<file path="src/rtl/dtc_pkg.sv">
`default_nettype none
// +------------------------------------------------------------------+
// | dtc_pkg : shared types and default sizes for the dtc_* blocks      |
// | Revision: 1.0                                                      |
// +------------------------------------------------------------------+
package dtc_pkg;

  localparam int DTC_N_FEAT = 12;
  localparam int DTC_N_CLS  = 3;

  typedef enum logic [1:0] {
    COLLECT = 2'd0,
    DRAIN   = 2'd1,
    EVAL    = 2'd2,
    HOLD    = 2'd3
  } dtc_state_t;

endpackage
`default_nettype wire

</file>
<file path="src/rtl/dtc_stream_frontend_if.sv">
`default_nettype none
// +------------------------------------------------------------------+
// | dtc_stream_frontend_if : serial sample input and result handshake  |
// | Revision: 1.0                                                      |
// +------------------------------------------------------------------+
interface dtc_stream_frontend_if
  import dtc_pkg::*;
#(
  parameter int N_CLS = DTC_N_CLS
);

  logic             s_valid;
  logic             s_data;
  logic             s_last;
  logic             s_ready;
  logic             m_valid;
  logic [N_CLS-1:0] m_class;
  logic             m_err;
  logic             m_ready;

  // Master is the sample source / result consumer side.
  modport master (
    output s_valid, s_data, s_last, m_ready,
    input  s_ready, m_valid, m_class, m_err
  );

  modport slave (
    input  s_valid, s_data, s_last, m_ready,
    output s_ready, m_valid, m_class, m_err
  );

endinterface
`default_nettype wire

</file>
<file path="src/rtl/dtc_bit_assembler.sv">
`default_nettype none
// +------------------------------------------------------------------+
// | dtc_bit_assembler : serial-to-parallel feature frame builder        |
// | Revision: 1.0                                                      |
// +------------------------------------------------------------------+
module dtc_bit_assembler
  import dtc_pkg::*;
#(
  parameter int N_FEAT    = DTC_N_FEAT,
  parameter int LSB_FIRST = 1
) (
  input  logic              clk,
  input  logic              rst_n,
  input  logic              bit_en,
  input  logic              bit_data,
  input  logic              clr,
  output logic [N_FEAT-1:0] feat,
  output logic              last_pos,
  output logic              cnt_zero
);

  // One extra count value so the counter can sit at N_FEAT after a full frame.
  localparam int c_cnt_w = $clog2(N_FEAT + 1);

  logic [c_cnt_w-1:0] r_cnt;
  logic [N_FEAT-1:0]  r_feat;
  logic [c_cnt_w-1:0] w_pos;

  if (LSB_FIRST != 0) begin : g_lsb_first
    assign w_pos = r_cnt;
  end else begin : g_msb_first
    assign w_pos = c_cnt_w'(N_FEAT - 1) - r_cnt;
  end

  always_ff @(posedge clk or negedge rst_n) begin
    if (!rst_n) begin
      r_cnt  <= '0;
      r_feat <= '0;
    end else if (clr) begin
      r_cnt  <= '0;
      r_feat <= '0;
    end else if (bit_en) begin
      r_cnt <= r_cnt + 1'b1;
      for (int i = 0; i < N_FEAT; i++) begin
        if (w_pos == c_cnt_w'(i)) r_feat[i] <= bit_data;
      end
    end
  end

  assign feat     = r_feat;
  assign last_pos = (r_cnt == c_cnt_w'(N_FEAT - 1));
  assign cnt_zero = (r_cnt == '0);

endmodule
`default_nettype wire

</file>
<file path="src/rtl/dtc_stream_frontend.sv">
`default_nettype none
// +------------------------------------------------------------------+
// | dtc_stream_frontend : serial feature intake, settle, class capture  |
// | Revision: 1.0                                                      |
// +------------------------------------------------------------------+
module dtc_stream_frontend
  import dtc_pkg::*;
#(
  parameter int N_FEAT    = DTC_N_FEAT,
  parameter int N_CLS     = DTC_N_CLS,
  parameter int CLS_LAT   = 0,
  parameter int LSB_FIRST = 1,
  parameter int CNT_W     = 16
) (
  input  logic                  clk,
  input  logic                  rst_n,
  dtc_stream_frontend_if.slave  bus,
  output logic [N_FEAT-1:0]     feat_o,
  input  logic [N_CLS-1:0]      cls_i,
  output logic [CNT_W-1:0]      frame_cnt,
  output logic                  busy
);

  localparam int c_wait_w = 3;

  dtc_state_t          r_state;
  logic [c_wait_w-1:0] r_wait;
  logic                r_err;
  logic [N_CLS-1:0]    r_class;
  logic                r_merr;
  logic [CNT_W-1:0]    r_frame_cnt;

  logic w_s_ready;
  logic w_bit_acc;
  logic w_last_pos;
  logic w_cnt_zero;
  logic w_res_xfer;

  // Handshake outputs depend on state alone, never on m_ready.
  assign w_s_ready  = (r_state == COLLECT) || (r_state == DRAIN);
  assign w_bit_acc  = bus.s_valid && w_s_ready;
  assign w_res_xfer = (r_state == HOLD) && bus.m_ready;

  dtc_bit_assembler #(
    .N_FEAT    (N_FEAT),
    .LSB_FIRST (LSB_FIRST)
  ) u_asm (
    .clk      (clk),
    .rst_n    (rst_n),
    .bit_en   (bus.s_valid && (r_state == COLLECT)),
    .bit_data (bus.s_data),
    .clr      (w_res_xfer),
    .feat     (feat_o),
    .last_pos (w_last_pos),
    .cnt_zero (w_cnt_zero)
  );

  always_ff @(posedge clk or negedge rst_n) begin
    if (!rst_n) begin
      r_state     <= COLLECT;
      r_wait      <= '0;
      r_err       <= 1'b0;
      r_class     <= '0;
      r_merr      <= 1'b0;
      r_frame_cnt <= '0;
    end else begin
      case (r_state)
        COLLECT: begin
          if (w_bit_acc) begin
            if (w_last_pos) begin
              r_state <= bus.s_last ? EVAL : DRAIN;
              r_err   <= !bus.s_last;
            end else if (bus.s_last) begin
              r_state <= EVAL;
              r_err   <= 1'b1;
            end
          end
        end
        DRAIN: begin
          if (w_bit_acc && bus.s_last) r_state <= EVAL;
        end
        EVAL: begin
          // r_wait is zero on entry; the capture happens on the final EVAL cycle.
          if (r_wait == c_wait_w'(CLS_LAT)) begin
            r_class <= cls_i;
            r_merr  <= r_err;
            r_wait  <= '0;
            r_state <= HOLD;
          end else begin
            r_wait <= r_wait + 1'b1;
          end
        end
        HOLD: begin
          if (bus.m_ready) begin
            r_frame_cnt <= r_frame_cnt + 1'b1;
            r_state     <= COLLECT;
          end
        end
        default: r_state <= COLLECT;
      endcase
    end
  end

  assign bus.s_ready = w_s_ready;
  assign bus.m_valid = (r_state == HOLD);
  assign bus.m_class = r_class;
  assign bus.m_err   = r_merr;
  assign frame_cnt   = r_frame_cnt;
  assign busy        = (r_state != COLLECT) || !w_cnt_zero;

endmodule
`default_nettype wire

</file>
<file path="src/flat_wrapper.sv">
// flat-port wrapper written by rule: the top's interface ports become plain ports
module dtc_stream_frontend_flat import dtc_pkg::*;
#(
  parameter int N_FEAT    = DTC_N_FEAT,
  parameter int N_CLS     = DTC_N_CLS,
  parameter int CLS_LAT   = 0,
  parameter int LSB_FIRST = 1,
  parameter int CNT_W     = 16
)
  (clk, rst_n, feat_o, cls_i, frame_cnt, busy, bus_s_valid, bus_s_data, bus_s_last, bus_m_ready, bus_s_ready, bus_m_valid, bus_m_class, bus_m_err);
  dtc_stream_frontend_if #(.N_CLS(N_CLS)) bus_i ();
  input  logic clk;
  input  logic rst_n;
  output logic [N_FEAT-1:0] feat_o;
  input  logic [N_CLS-1:0] cls_i;
  output logic [CNT_W-1:0] frame_cnt;
  output logic busy;
  input wire logic [$bits(bus_i.s_valid)-1:0] bus_s_valid;
  input wire logic [$bits(bus_i.s_data)-1:0] bus_s_data;
  input wire logic [$bits(bus_i.s_last)-1:0] bus_s_last;
  input wire logic [$bits(bus_i.m_ready)-1:0] bus_m_ready;
  output wire logic [$bits(bus_i.s_ready)-1:0] bus_s_ready;
  output wire logic [$bits(bus_i.m_valid)-1:0] bus_m_valid;
  output wire logic [$bits(bus_i.m_class)-1:0] bus_m_class;
  output wire logic [$bits(bus_i.m_err)-1:0] bus_m_err;
  assign bus_i.s_valid = bus_s_valid;
  assign bus_i.s_data = bus_s_data;
  assign bus_i.s_last = bus_s_last;
  assign bus_i.m_ready = bus_m_ready;
  assign bus_s_ready = bus_i.s_ready;
  assign bus_m_valid = bus_i.m_valid;
  assign bus_m_class = bus_i.m_class;
  assign bus_m_err = bus_i.m_err;
  dtc_stream_frontend #(.N_FEAT(N_FEAT), .N_CLS(N_CLS), .CLS_LAT(CLS_LAT), .LSB_FIRST(LSB_FIRST), .CNT_W(CNT_W)) u_core (.clk(clk), .rst_n(rst_n), .bus(bus_i), .feat_o(feat_o), .cls_i(cls_i), .frame_cnt(frame_cnt), .busy(busy));
endmodule
</file>
<file path="config.mk">
export PLATFORM = sky130hd
export DESIGN_NAME = dtc_stream_frontend_flat
export DESIGN_NICKNAME = d
export VERILOG_FILES = /design/src/rtl/dtc_pkg.sv /design/src/rtl/dtc_stream_frontend_if.sv /design/src/rtl/dtc_bit_assembler.sv /design/src/rtl/dtc_stream_frontend.sv /design/src/flat_wrapper.sv
export SDC_FILE = /design/constraint.sdc
export NUM_CORES = 1
export LEC_CHECK = 0
export ABC_AREA = 1
export BUFFER_PORTS_ARGS = -buffer_cell sky130_fd_sc_hd__buf_2
export CAP_MARGIN = 10
export CORE_MARGIN = 2
export CORE_UTILIZATION = 45
export CTS_CLUSTER_SIZE = 25
export DETAILED_ROUTE_END_ITERATION = 8
export PLACE_DENSITY = 0.7
export SLEW_MARGIN = 0
export SYNTH_ARGS = -nofsm -noshare
export SYNTH_HDL_FRONTEND = slang
export SYNTH_SLANG_ARGS = --single-unit
</file>
<file path="constraint.sdc">
create_clock -name clk -period 1.4 [get_ports clk]
set_input_delay 0.28 -clock clk [delete_from_list [all_inputs] [get_ports clk]]
set_output_delay 0.28 -clock clk [all_outputs]
set_load 0.005 [all_outputs]
</file>
# ---- Word level (Yosys, flattened, before mapping)
# Cells that the tools add are included.
dict set report totals {
  in_bits 9
  output_inout_bits 35
  ff_bits 42
}
dict set report op_classes {
  addsub 3
  n_mux 27
  eq_ne 19
  reduce_logical 42
}
# cell count
set ops {}
lappend ops {{$reduce_bool 2->1} 15}
lappend ops {{$reduce_and 2->1} 14}
lappend ops {{$mux 12} 2}
lappend ops {{$add 16x1->16 const B} 1}
lappend ops {{$eq 4x3->1 const B} 4}
lappend ops {{$eq 4x4->1 const B} 4}
lappend ops {{$mux 1} 14}
lappend ops {{$mux 2} 7}
lappend ops {{$eq 4x2->1 const B} 2}
lappend ops {{$mux 4} 2}
lappend ops {{$pmux 2 s4} 1}
lappend ops {{$reduce_and 5->1} 1}
lappend ops {{$add 4x1->4 const B} 1}
lappend ops {{$eq 2x2->1 const B} 2}
lappend ops {{$eq 4x1->1 const B} 1}
lappend ops {{$logic_and 1x1->1} 4}
lappend ops {{$logic_not 4->1} 1}
lappend ops {{$ne 2x1->1 const B} 2}
lappend ops {{$ne 2x2->1 const B} 2}
lappend ops {{$add 3x1->3 const B} 1}
lappend ops {{$logic_not 3->1} 1}
lappend ops {{$mux 3} 1}
lappend ops {{$ne 3x3->1 const B} 1}
lappend ops {{$reduce_and 3->1} 1}
lappend ops {{4 further kinds} 6}

# ---- Longest topological paths before layout
dict set report depth {
  word_depth 6
  depth_mapped 10
  ltp_nobuf 10
}

# ---- Modules after synthesis
# From an unflattened synthesis, not the netlist that was laid out.
dict set report unflattened {
  cells_unflattened 296
  hier_area_um2 2342.2
}
# mod instances area_each_um2 cells_per_inst
set modules_own_cells {}
lappend modules_own_cells {dtc_stream_frontend 1 1447.6 167}
lappend modules_own_cells {dtc_bit_assembler 1 894.6 129}

# ---- Worst setup path before layout
# Ideal clock, no wire load.
dict set report synth_path {
  path_type {reg-to-reg}
  start {register u_core.r_state[0]}
  end {register u_core.u_asm.r_feat[3] (netlist: u_core.u_asm.feat[3])}
  path_buffers 0
  setup_slack_ns -0.017
  setup_time_ns 0.120
  required_ns 1.280
  synth_period_minus_slack_ns 1.417
  path_stages_with_launch 10
  arrival_ns 1.298
  path_cell_list {dfrtp_1 -> inv_1 -> ha_1 -> nand2_1 -> inv_2 -> nand2_1 -> inv_1 -> nand2_1 -> o21ai_0 -> inv_1}
}
dict set report synth_via {
  elab_chain_len 4
  elab_cells_between_ends 8
  cone_classes {1 x eq/ne; 1 x mux; 6 x reduce/logical}
}
# item line
set synth_rtl {}
lappend synth_rtl {{start, declared} dtc_stream_frontend.sv:26} ;# dtc_state_t r_state;
lappend synth_rtl {{start signal, assigned} dtc_stream_frontend.sv:71} ;# r_state <= bus.s_last ? EVAL : DRAIN;
lappend synth_rtl {{$eq 2x2->1 / $logic_not 2->1 (equally long branches)} {dtc_stream_frontend.sv:42, dtc_stream_frontend.sv:50}}
lappend synth_rtl {{$logic_and 1x1->1 (on tied branches)} {dtc_stream_frontend.sv:42, dtc_stream_frontend.sv:50}}
lappend synth_rtl {{$reduce_bool 2->1 (no source line)} -}
lappend synth_rtl {{$reduce_and 2->1 (no source line)} -}
lappend synth_rtl {{end signal, assigned by index} dtc_bit_assembler.sv:45} ;# if (w_pos == c_cnt_w'(i)) r_feat[i] <= bit_data;
lappend synth_rtl {{end, declared} dtc_bit_assembler.sv:26} ;# logic [N_FEAT-1:0] r_feat;
# Parallel ways exist; a longest one is shown, timed or not.
# A chain may end at the register's enable or synchronous reset.

# ---- Final worst setup path
dict set report layout_path {
  start {register u_core.r_state[0]}
  end {output bus_s_ready}
}
dict set report layout_via {
  elab_chain_len 2
  elab_cells_between_ends 3
  cone_classes {1 x eq/ne; 2 x reduce/logical}
}
# item line
set layout_rtl {}
lappend layout_rtl {{$eq 2x1->1 / $logic_not 2->1 (equally long branches)} dtc_stream_frontend.sv:40} ;# assign w_s_ready = (r_state == COLLECT) || (r_state == DRAIN);
lappend layout_rtl {{$logic_or 1x1->1 (*)} dtc_stream_frontend.sv:40}
lappend layout_rtl {{end, declared} flat_wrapper.sv:22} ;# output wire logic [$bits(bus_i.s_ready)-1:0] bus_s_ready;
# Mark *: on every way between the ends. The rest lies on a longest branch, timed or not.

==> metrics.md <==
| Metric | Value |
|---|---|
| Status | finished, violations left |
| Failing checks | negative setup slack |
| CTS clk-pin slew, worst paths | 0.08 ns |
| Ys async rst share | 1.000 |
| Ys flop type | dfrtp_1 |
| R2r setup slk | -0.14 ns |
| Slew Viols, Final | 0 |
| Via count | 2,056 |
| Avg Inst Size Synth | 8.162 um^2 |
| Number of global-route vias before repair | 1,898 |
| CP Max Fanout | 3 |
| Congestion Overflow GR | 0 |
| PortBufs | 43 |
| Post-route ant nets | 0 |
| # setup viols final | 27 |
| CTS tree | yes |
| DP Wirelength | 3.486 mm |
| Clock latency at the later pin of the worst-skew pair | 0.29 ns |
| Ys Warns | 0 |
| Maximum VDD drop | 1.234 mV |
| Number of flops mapped to enable cells by yosys | 0 |
| Mapped Area | 2277 um^2 |
| Final period util | 1.135 |
| Share of cells above drive strength 1 | 0.3922 |
| Initial antenna violation count | 0 |
| CP Class | reg2out |
| Worst Setup End Kind | output pin |
| Num rows | 25 |
| Pint | 3.136 mW |
| Io pins | 44 |
| Seq pwr share | 0.347 |
| Critical path arrival | 1.31 ns |
| CP startpoint kind | register |
| Least-Margin Pin Slew | 0.4514 ns |
| Max Cap Viol | 0 |
| CTS H-Tree Depth | 2 |
| Clk sink count | 42 |
| Max Clock Skew | 0.002800 ns |
| Iter 0 DRT Violations | 80 |
| Starting Density | 0.4758 |
| Sequential cell area | 1051 um^2 |
| Yosys cell types | 27 |
| Drt total wl | 5.267 mm |
| Fillers | 416 |
| Worst r2r path cells | 10 |
| Longest Clk Path Bufs | 2 |
| Comb power frac | 0.508 |
| CTS Buf Count | 5 |
| Total Power | 5.157 mW |
| Slew HR | 0.6980 |
| WL/cell | 12.42 um |
| GP Congestion | 0.8268 |
| First-pass detailed-route iteration total | 4 |
| Fmax | 629.3 MHz |
| CP startpoint | u_core.r_state[0]$_DFFE_PN0P_ |
| Sw frac | 0.3918 |
| Multi-input logic area | 1260 um^2 |
| Antenna diodes | 0 |
| Die X | 75.14 um |
| Flops & latches, synth | 42 |
| Area grow syn2layout | 38.96% |
| Share of the synthesized area in the top cell type | 0.4615 |
| Commonest cells post-synth | 83 x nand2_1, 45 x inv_1, 42 x dfrtp_1 |
| CTS Root Cell | clkbuf_8 |
| Gate Count Post-Synth | 279 |
| Tot GR Track Use | 0.1872 |
| Leak pwr | 1.691 nW |
| Vias per Instance | 4.849 |
| Post-synth top area cell | dfrtp_1 |
| Worst EP required | 1.12 ns |
| RSZ-0062 raised after global routing | true |
| Most numerous cell in the Yosys netlist | nand2_1 |
| Post-synth net total | 300 |
| Final hold vios | 0 |
| Final worst slack | -0.1891 ns |
| Synth top area cells | dfrtp_1 46%, nand2_1 14%, inv_1 7.4%, ha_1 6.6%, o21ai_0 4.4% |
| Power per cell area | 1630 nW/um^2 |
| Layout net count | 378 |
| Min-delay worst type | in2reg |
| Die ar. | 5645 um^2 |
| First-pass GRT wire length | 8.045 mm |
| Final core occ | 0.6612 |
| Fin crit period | 1.589 ns |
| Setup crit end | bus_s_ready |
| Largest net degree at the start of global routing | 43 |
| R2R Path Start | u_core.r_state[0]$_DFFE_PN0P_ |
| Post-synthesis sequential area ratio | 0.4615 |
| Drc violations | 0 |
| Hold Worst Slack | 0.2145 ns |
| Reg-to-reg endpoint | u_core.u_asm.r_cnt[1]$_DFFE_PN0P_ |
| Clk pwr share | 0.146 |
| Die height | 75.14 um |
| Core ar. | 4786 um^2 |
| Switching power of the nets | 2.020 mW |
-- worst max-delay path, cell delays in order, from the launching register on --
cell and delay (ns):
dfrtp_1 0.42, buf_6 0.14, ha_4 0.15, inv_2 0.04, nand2_2 0.05, buf_6 0.11, buf_6 0.10
-- power groups by stage --
stage / registers, mW / clock network, mW / logic (mW)
after floorplan: 1.81 / 0 / 0.989
after global placement: 1.78 / 0 / 1.81
after detailed placement: 1.80 / 0 / 1.84
after CTS: 1.78 / 0.778 / 2.21
after global routing: 1.83 / 0.841 / 2.90
final: 1.79 / 0.751 / 2.62
-- area by class of cell --
class	count	area share
sequential	42	0.3321
inverter	46	0.05852
multi-input combinational	188	0.3982
clock inverter	2	0.003163
timing repair buffer	74	0.1597
clock buffer	5	0.02175
tap	67	0.02649
-- repair_timing --
action / CTS / global route
pin swaps: 8 / 13
setup buffers: 6 / 4
endpoints found under the setup margin: 27 / 36
endpoints found under the hold margin: 42 / 0
hold buffers: 1 / 0
resized for setup: 33 / 53
-- layout by cell type (no fill, tap or decap), drive strengths merged --
cell type and count:
nor3 1, o22ai 1, o22a 1, clkbuf 5, xor2 6, a31oi 1
a22oi 1, dfrtp 42, nand3b 1, nand4 3, nand2 84, clkinv 3
mux2 4, buf 73, inv 45, nor2 27, a21oi 6, o21ai 20
nand3 16, dlygate4sd3 1, xnor2 4, ha 12
-- per-layer routing --
metal  up-vias  track usage  share of wire
li1       1018            -              -
met1       984       0.2307           0.43
met2        44       0.3168           0.51
met3        10      0.04953          0.044
met4         0      0.06823          0.019
met5         -            0              0
-- sequential cells by signal, summed over array words and instances (netlist names) --
name / count
u_core.bus.m_class: 3
u_core.r_wait: 3
u_core.r_state: 2
u_core.r_err: 1
u_core.bus.m_err: 1
u_core.u_asm.r_cnt: 4
u_core.u_asm.feat: 12
u_core.frame_cnt: 16
-- how the worst min path moves through the flow --
| stage | start | to | cells past startpoint |
|---|---|---|---|
| after detailed placement | rst_n | u_core.frame_cnt[2]$_DFFE_PN0P_ | 2 |
| after global placement | rst_n | u_core.frame_cnt[2]$_DFFE_PN0P_ | 2 |
| final | cls_i[2] | u_core.bus.m_class[2]$_DFFE_PN0P_ | 2 |
| after CTS | cls_i[2] | u_core.bus.m_class[2]$_DFFE_PN0P_ | 2 |
| after global routing | cls_i[2] | u_core.bus.m_class[2]$_DFFE_PN0P_ | 2 |
| after floorplan | rst_n | u_core.bus.m_class[0]$_DFFE_PN0P_ | 0 |
-- through the flow --
| stage | cells | worst slack [ns] | setup TNS (ns) | area, um^2 |
|---|---|---|---|---|
| after floorplan | 279 | 0.01789 | 0 | 2280 |
| after global placement | 406 | -0.03678 | -0.05910 | 2726 |
| after detailed placement | 406 | -0.1041 | -0.7756 | 2726 |
| after CTS | 420 | -0.1777 | -0.9740 | 2960 |
| after global routing | 424 | -0.2473 | -4.690 | 3164 |
| final | 424 | -0.1891 | -2.130 | 3164 |
-- cells by family after synthesis --
kind of cell	after synthesis	synth area share
flops	42	0.4615
compound gates	30	0.06979
buf+inv	49	0.08241
xor+xnor	10	0.04176
mux	4	0.01978
fa+ha+maj	12	0.06593
simple gates	132	0.2588
Power figures use the tool's default switching activity.
